### config.mk
export PLATFORM = sky130hd
export DESIGN_NAME = mux32_rr_sched_flat
export DESIGN_NICKNAME = d
export VERILOG_FILES = /design/src/rtl/mux32_rr_sched_if.sv /design/src/rtl/mux32_rr_sched.sv /design/src/flat_wrapper.sv
export SDC_FILE = /design/constraint.sdc
export NUM_CORES = 1
export LEC_CHECK = 0
export ABC_AREA = 1
export CORE_ASPECT_RATIO = 1.75
export CORE_MARGIN = 10
export CORE_UTILIZATION = 50
export CTS_CLUSTER_DIAMETER = 150
export DETAILED_ROUTE_END_ITERATION = 10
export PLACE_DENSITY_LB_ADDON = 0.12
export SETUP_SLACK_MARGIN = 0.02
export SYNTH_ARGS = -nofsm -noshare
export SYNTH_HDL_FRONTEND = slang
export SYNTH_SLANG_ARGS = --single-unit
### constraint.sdc
create_clock -name clk -period 5.8 [get_ports clk]
set_clock_uncertainty 0.15 [all_clocks]
set_input_delay 1.74 -clock clk [delete_from_list [all_inputs] [get_ports clk]]
set_output_delay 1.74 -clock clk [all_outputs]
set_load 0.01 [all_outputs]
### src/rtl/mux32_rr_sched_if.sv
// Request/grant bundle between the requesting lanes and the 32:1 mux scheduler.
// The scheduler takes the slave modport. The lane side, or a bench, takes the master modport.
interface mux32_rr_sched_if #(
    parameter int N      = 32,
    parameter int SELW   = 5,
    parameter int HOLD_W = 4
);
    logic              en;
    logic [N-1:0]      req;
    logic [N-1:0]      data;
    logic [HOLD_W-1:0] hold_len;
    logic [SELW-1:0]   sel;
    logic [N-1:0]      gnt;
    logic              y;
    logic              y_valid;
    logic              busy;

    modport master (
        output en, req, data, hold_len,
        input  sel, gnt, y, y_valid, busy
    );

    modport slave (
        input  en, req, data, hold_len,
        output sel, gnt, y, y_valid, busy
    );
endinterface

### src/rtl/mux32_rr_sched.sv
// Round-robin scheduler that owns the select of a shared 32:1 bit mux.
// Each grant is held for hold_len cycles, or ends early when the grantee drops its request.
module mux32_rr_sched #(
    parameter int N      = 32,
    parameter int SELW   = 5,
    parameter int HOLD_W = 4
) (
    input logic           clk,
    input logic           rst,
    mux32_rr_sched_if.slave bus
);
    localparam logic [0:0] IDLE  = 1'b0;
    localparam logic [0:0] GRANT = 1'b1;

    logic [0:0]        state;
    logic [SELW-1:0]   ptr;
    logic [SELW-1:0]   sel_q;
    logic [N-1:0]      gnt_q;
    logic [HOLD_W-1:0] cnt;

    logic [SELW-1:0]   win;
    logic [SELW-1:0]   idx;
    logic              found;
    logic              done;
    logic              load;

    // Find the first requester at or above ptr. The 5-bit add gives the 31->0 wrap.
    always_comb begin
        win   = ptr;
        found = 1'b0;
        idx   = '0;
        for (int k = 0; k < N; k++) begin
            idx = ptr + SELW'(k);
            if (!found && bus.req[idx]) begin
                win   = idx;
                found = 1'b1;
            end
        end
    end

    always_comb begin
        done = (cnt == HOLD_W'(1)) || !bus.req[sel_q];
        load = bus.en && found && ((state == IDLE) || done);
    end

    always_ff @(posedge clk) begin
        if (rst) begin
            state <= IDLE;
            ptr   <= '0;
            sel_q <= '0;
            gnt_q <= '0;
            cnt   <= '0;
        end else begin
            if (state == GRANT)
                cnt <= cnt - HOLD_W'(1);
            if (load) begin
                // A back-to-back grant loads here with no idle cycle in between.
                state <= GRANT;
                sel_q <= win;
                gnt_q <= N'(1) << win;
                ptr   <= win + SELW'(1);
                cnt   <= (bus.hold_len == '0) ? HOLD_W'(1) : bus.hold_len;
            end else if (state == GRANT && done) begin
                state <= IDLE;
                gnt_q <= '0;
            end
        end
    end

    assign bus.sel     = sel_q;
    assign bus.gnt     = gnt_q;
    assign bus.busy    = (state == GRANT);
    assign bus.y       = bus.data[sel_q];
    assign bus.y_valid = (state == GRANT) && bus.req[sel_q];
endmodule

### src/flat_wrapper.sv
// flat-port wrapper written by rule: the top's interface ports become plain ports
module mux32_rr_sched_flat 
#(
    parameter int N      = 32,
    parameter int SELW   = 5,
    parameter int HOLD_W = 4
)
  (clk, rst, bus_en, bus_req, bus_data, bus_hold_len, bus_sel, bus_gnt, bus_y, bus_y_valid, bus_busy);
  mux32_rr_sched_if #(.N(N), .SELW(SELW), .HOLD_W(HOLD_W)) bus_i ();
  input logic clk;
  input logic rst;
  input wire logic [$bits(bus_i.en)-1:0] bus_en;
  input wire logic [$bits(bus_i.req)-1:0] bus_req;
  input wire logic [$bits(bus_i.data)-1:0] bus_data;
  input wire logic [$bits(bus_i.hold_len)-1:0] bus_hold_len;
  output wire logic [$bits(bus_i.sel)-1:0] bus_sel;
  output wire logic [$bits(bus_i.gnt)-1:0] bus_gnt;
  output wire logic [$bits(bus_i.y)-1:0] bus_y;
  output wire logic [$bits(bus_i.y_valid)-1:0] bus_y_valid;
  output wire logic [$bits(bus_i.busy)-1:0] bus_busy;
  assign bus_i.en = bus_en;
  assign bus_i.req = bus_req;
  assign bus_i.data = bus_data;
  assign bus_i.hold_len = bus_hold_len;
  assign bus_sel = bus_i.sel;
  assign bus_gnt = bus_i.gnt;
  assign bus_y = bus_i.y;
  assign bus_y_valid = bus_i.y_valid;
  assign bus_busy = bus_i.busy;
  mux32_rr_sched #(.N(N), .SELW(SELW), .HOLD_W(HOLD_W)) u_core (.clk(clk), .rst(rst), .bus(bus_i));
endmodule
After elaboration in Yosys (flattened, before gate mapping)

Cells that the tools add are included.

Shift operators: 1
Div/mod/pow operators: 0
Bitwise gates (word level): 1
Muxes and demuxes: 138
Equality and inequality tests: 1
$lt $le $gt $ge: 33
Add/sub/neg operators: 33
Reduce and logical (&&, ||, !) cells: 72
Multiply operators: 0

Operator list:

| cell                 | count |
|---|---|
| $lt 5x6->1 const B   | 33 |
| $bmux 1 s5           | 34 |
| $mux 5               | 31 |
| $add 5x5->5 const B  | 16 |
| $mux 1               | 68 |
| $mux 32              | 2 |
| $add 5x4->5 const B  | 8 |
| $logic_and 1x1->1    | 35 |
| $logic_not 1->1      | 32 |
| $shl 1x5->32 const A | 1 |
| $add 5x3->5 const B  | 4 |
| $mux 4               | 3 |
| $add 5x1->5 const B  | 2 |
| $add 5x2->5 const B  | 2 |
| $eq 4x1->1 const B   | 1 |
| $logic_not 4->1      | 1 |
| $reduce_bool 2->1    | 2 |
| $sub 4x1->4 const B  | 1 |
| $logic_or 1x1->1     | 2 |
| $not 1->1            | 1 |

Flip-flop bits (word level): 47
Memory bits (writable): 0
Output and inout port bits: 40
Bits in latches: 0
Memories: 0
Bits in read-only memories: 0
Input bits: 71
Logic and storage cells: 284

Depth between registers and ports, before layout

Depth in word-level cells: 99
Mapped depth: 64

Least setup slack after synthesis

Ideal clock, no wire load.

Path type: input port to flip-flop
Start point: input bus_req[27]
End point: register u_core.gnt_q[22] (netlist: u_core.bus.gnt[22])
Setup time: 0.066 ns
Stages: 42
Buffers on the path: 0
Data required time: 5.584 ns
Path slack: -0.346 ns
Data arrival time: 5.930 ns
Path through: nand2_1 > nand3_1 > nand3_1 > nand3_1 > nand2_1 > nand2_1 > nand2_1 > nand3_4 > nor2_4 > nand2_4 > nor2_4 > nand3_4 > nor3_4 > nand2_2 > nor2_2 > nand2_4 > nor2_4 > nand2_2 > [6 not listed] > nor2_4 > nand2_2 > nor2_4 > nand2_2 > nor2_4 > nand2_2 > nor2_4 > nand2_2 > nor2_8 > nand3_2 > nand4_2 > xor2_4 > inv_2 > a21oi_2 > nand2_2 > nor2_2 > nand3_1 > a21oi_2

Cells in the longest elaborated chain, start to end: 99
Elaborated cells between the ends (all ways): 200
Classes of those cells: shift (1); mux (130); reduce/logical (69)

RTL lines:

| what                                         | line                 | text |
|---|---|---|
| start, declared                              | flat_wrapper.sv:13   | `input wire logic [$bits(bus_i.req)-1:0] bus_req;` |
| $bmux 1 s5                                   | mux32_rr_sched.sv:34 | `if (!found && bus.req[idx]) begin` |
| $mux 1 (not written as such)                 | mux32_rr_sched.sv:34 |  |
| $mux 1                                       | mux32_rr_sched.sv:34 |  |
| $logic_not 1->1                              | mux32_rr_sched.sv:34 |  |
| $logic_and 1x1->1                            | mux32_rr_sched.sv:34 |  |
| $mux 1                                       | mux32_rr_sched.sv:34 |  |
| $logic_not 1->1                              | mux32_rr_sched.sv:34 |  |
| $logic_and 1x1->1                            | mux32_rr_sched.sv:34 |  |
| [82 not listed]                              | -                    |  |
| $logic_not 1->1                              | mux32_rr_sched.sv:34 |  |
| $logic_and 1x1->1                            | mux32_rr_sched.sv:34 |  |
| $mux 1                                       | mux32_rr_sched.sv:34 |  |
| $logic_not 1->1                              | mux32_rr_sched.sv:34 |  |
| $logic_and 1x1->1                            | mux32_rr_sched.sv:34 |  |
| $mux 1                                       | mux32_rr_sched.sv:34 |  |
| $logic_and 1x1->1 (2 in series)              | mux32_rr_sched.sv:43 | `load = bus.en && found && ((state == IDLE) \|\| done);` |
| $mux 32 or $reduce_bool 2->1 (tied branches) | -                    |  |
| end signal, assigned                         | mux32_rr_sched.sv:60 | `gnt_q <= N'(1) << win;` |
| end, declared                                | mux32_rr_sched.sv:18 | `logic [N-1:0] gnt_q;` |

Several ways; a longest one is shown, not always the timed one. The select of a mux whose other input is x is not followed.
A chain may end at the register's enable or synchronous reset.

Final worst setup path

Start point: input bus_req[12]
End point: register u_core.gnt_q[7] (netlist: u_core.bus.gnt[7])

The elaborated chain is that of the path after synthesis.

==> results.json <==
{
  "status": "finished, violations left",
  "failed_checks": "negative setup slack",
  "setup.worst_path.end_class": "flop",
  "yosys.cell_types.count": 56,
  "worst-path-buf-inv": 5,
  "dieHeight_um": 179,
  "cts-root-to-sink-buffers": 2,
  "postSynthCellCount": 1272,
  "grt_pass1_vias": 10402,
  "number_of_vias_per_cell": 6.17,
  "grt_max_degree": 34,
  "layout.cells.most_common": "nand2_1",
  "instance_area_after_placement_um2": 10500,
  "post_layout_nonfiller_instances": 1792,
  "rows": 58,
  "timing.slew.headroom_pct": 10.4,
  "routed-via-count": 11051,
  "cp_data_required_time_ns": 5.87,
  "depth_of_the_critical_timing_path_with_buffers_and_inverters_included": 38,
  "postSynth.topFlopCell": "dfxtp_1",
  "layout.cells.most_common_list": "nand2_1, buf_4, inv_1",
  "clock_tree.htree_level_count": 2,
  "timing_worst_slew_pin_value_ns": 1.34,
  "place.gp.congestion": 1.08,
  "worst_slack_ns": -1.18,
  "drv.max_cap_violation_count": 0,
  "yosys_register_bits": 47,
  "average_instance_area_after_synthesis_um2": 5.71,
  "fraction_of_final_layout_cells_with_drive_strength_greater_than_1_pct": 42.3,
  "slowest_delay_ns": 0.79,
  "wire_per_inst_um": 23.0,
  "design.core.area_um2": 14300,
  "crit_top_cell": "nor2_4",
  "worst_r2r_startpoint": "u_core.ptr[2]$_SDFFE_PP0P_",
  "layout.area.seq_um2": 942,
  "cts-buffers-inserted": 5,
  "ant_nets": 0,
  "hold_viol_final": 0,
  "critPathSlowestCell": "o21ai_0",
  "sinks_on_the_clock_net": 47,
  "synth_sequential_area_ratio_pct": 13.0,
  "cts_tree": "yes",
  "area.growth.synth_to_final_pct": 62.6,
  "holdWs_ns": 0.320,
  "detailedRoute.firstPassIterationCount": 6,
  "die_width_um": 111,
  "synth_edf_count": 0,
  "critical-path-top-delay-family": "simple AND/OR/NAND/NOR gates",
  "holdPathEnd": "u_core.bus.gnt[25]$_SDFFE_PP0P_",
  "timing.hold.worst_path_depth": 2,
  "cts.clk_slew.worst_paths_ns": 0.06,
  "gr-total-overflow": 0,
  "multiInputGateArea_um2": 6620,
  "drc_errors": 0,
  "period_share_pct": 120,
  "drtIter0Drc": 1239,
  "hold_class": "reg -> reg",
  "port_buffers": 110,
  "fmax_mhz": 143,
  "global_route_wire_length_before_repair_um": 55000,
  "grt_antenna_before_repair": 1,
  "timing.critical_path.fanout_max": 4,
  "numPlacedInstances": 1733,
  "finalInstanceArea_um2": 11800,
  "worst_setup_path_start_kind": "input pin",
  "total_die_area_um2": 19900,
  "timing.reg2reg.worst_path_depth": 38,
  "timing_max_transition_violations_final": 0,
  "synth_nets": 1358,
  "post-route-min-period_ns": 6.98,
  "nets": 1696,
  "finalSetupViolCount": 47,
  "critical_path.reg2reg.endpoint": "u_core.bus.gnt[7]$_SDFFE_PP0P_",
  "synth-async-reset-ratio_pct": 0,
  "worst-r2r-setup-slack_ns": -0.67,
  "hpwl_um": 26900,
  "synth.cell_area_um2": 7260,
  "wirelength_um": 41200,
  "hp-start": "u_core.bus.gnt[25]$_SDFFE_PP0P_",
  "cp.arrival_ns": 7.05,
  "ys.warnings.count": 0,
  "clock_latency_ns": 0.30,
  "timing_worst_setup_path_type": "in -> reg",
  "grt_util_all_layers_pct": 33.8,
  "num_io_pins": 111,
  "grt_setup_unrepaired": "true",
  "layout.filler_cells": 956,
  "initial_core_utilization_pct": 50.8,
  "clock_tree.root_cell": "clkbuf_16"
}
[timing repair]
| action | CTS | global route |
|---|---|---|
| pin swaps | 67 | 36 |
| resized for setup | 233 | 127 |
| endpoints found under the hold margin | 0 | 0 |
| setup buffers | 29 | 19 |
| setup endpoints to repair | 48 | 47 |
| hold buffers | 0 | 0 |
| gates cloned | 2 | 3 |
[synth_stat cells (all sizes together) (2+ instances only)]
cell type / instances / area share (%)
nor4: 3 / 0.26
o21ai: 130 / 9.3
o211ai: 10 / 1.0
o22ai: 4 / 0.34
xor2: 18 / 2.7
o21bai: 2 / 0.21
dfxtp: 47 / 13
o21a: 2 / 0.21
nand2: 386 / 21
buf: 31 / 3.3
a21oi: 60 / 4.7
clkinv: 3 / 0.52
nor3: 2 / 0.29
nor2: 104 / 7.4
or2: 2 / 0.21
ha: 15 / 2.6
nand3: 233 / 17
inv: 160 / 8.4
clkbuf: 20 / 2.3
xnor2: 2 / 0.24
nand4: 6 / 0.60
nand3b: 3 / 0.41
o221ai: 15 / 1.8
a31oi: 8 / 0.69
[worst max-delay path by stage]
stage	endpoint	slack (ns)	from
detailed placement	u_core.bus.gnt[25]$_SDFFE_PP0P_	-1.35	bus_req[8]
floorplan	u_core.bus.gnt[22]$_SDFFE_PP0P_	-0.22	bus_req[8]
finish	u_core.bus.gnt[7]$_SDFFE_PP0P_	-1.18	bus_req[12]
global placement	u_core.bus.gnt[25]$_SDFFE_PP0P_	-1.28	bus_req[8]
CTS	u_core.bus.gnt[10]$_SDFFE_PP0P_	-0.50	bus_req[12]
global route	u_core.bus.gnt[7]$_SDFFE_PP0P_	-1.49	bus_req[12]
[cell families after synthesis]
group,count (synthesis),share of synthesized area [%]
multiplexers,1,0.138
AND/OR/NAND/NOR,739,47.9
AO/OA/AOI/OAI,235,18.8
flip-flops,47,13.0
XOR/XNOR,20,2.98
adder cells (fa/ha/maj),15,2.58
buffers and inverters,215,14.7
[final cells by class]
cell class	instances	share of cell area (%)
clock inverters	2	0.106
well taps	180	1.91
diodes	1	0.0212
repair inverters	3	0.350
repair buffers	380	26.8
flip-flops and latches	47	7.98
multi-input cells	1010	56.1
inverters	163	5.73
clock buffers	6	1.09
[layer usage]
layer	global-route usage (%)	routed length [um]	share of wire, %
met5	0	0	0
met1	32.7	13000	32
met4	28.6	4640	11
met2	61.0	19900	48
met3	5.10	3600	8.7
[stage by stage]
| step | utilization, % | worst slack, ns | setup TNS (ns) |
|---|---|---|---|
| 2_1_floorplan | - | -0.219 | -7.65 |
| 3_3_place_gp | 73.3 | -1.28 | -50.36 |
| 3_5_place_dp | 73.3 | -1.35 | -54.17 |
| 4_1_cts | 77.7 | -0.502 | -18.28 |
| 5_1_grt | 82.6 | -1.49 | -56.23 |
| 6_report | 82.6 | -1.18 | -41.42 |
[registers in the layout, indices dropped and copies added (netlist names)]
register	cells
u_core.ptr	5
u_core.bus.sel	5
u_core.cnt	4
u_core.bus.gnt	32
u_core.bus.busy	1
[tightest hold or removal path: stages (launching register included)]
cell and delay [ns]:
dfxtp_1 0.31, nand2_1 0.06, a21oi_1 0.05
Power is left out: the tool's default activity adds up to more than one toggle a clock period on the data nets, which glitch-free logic cannot reach.
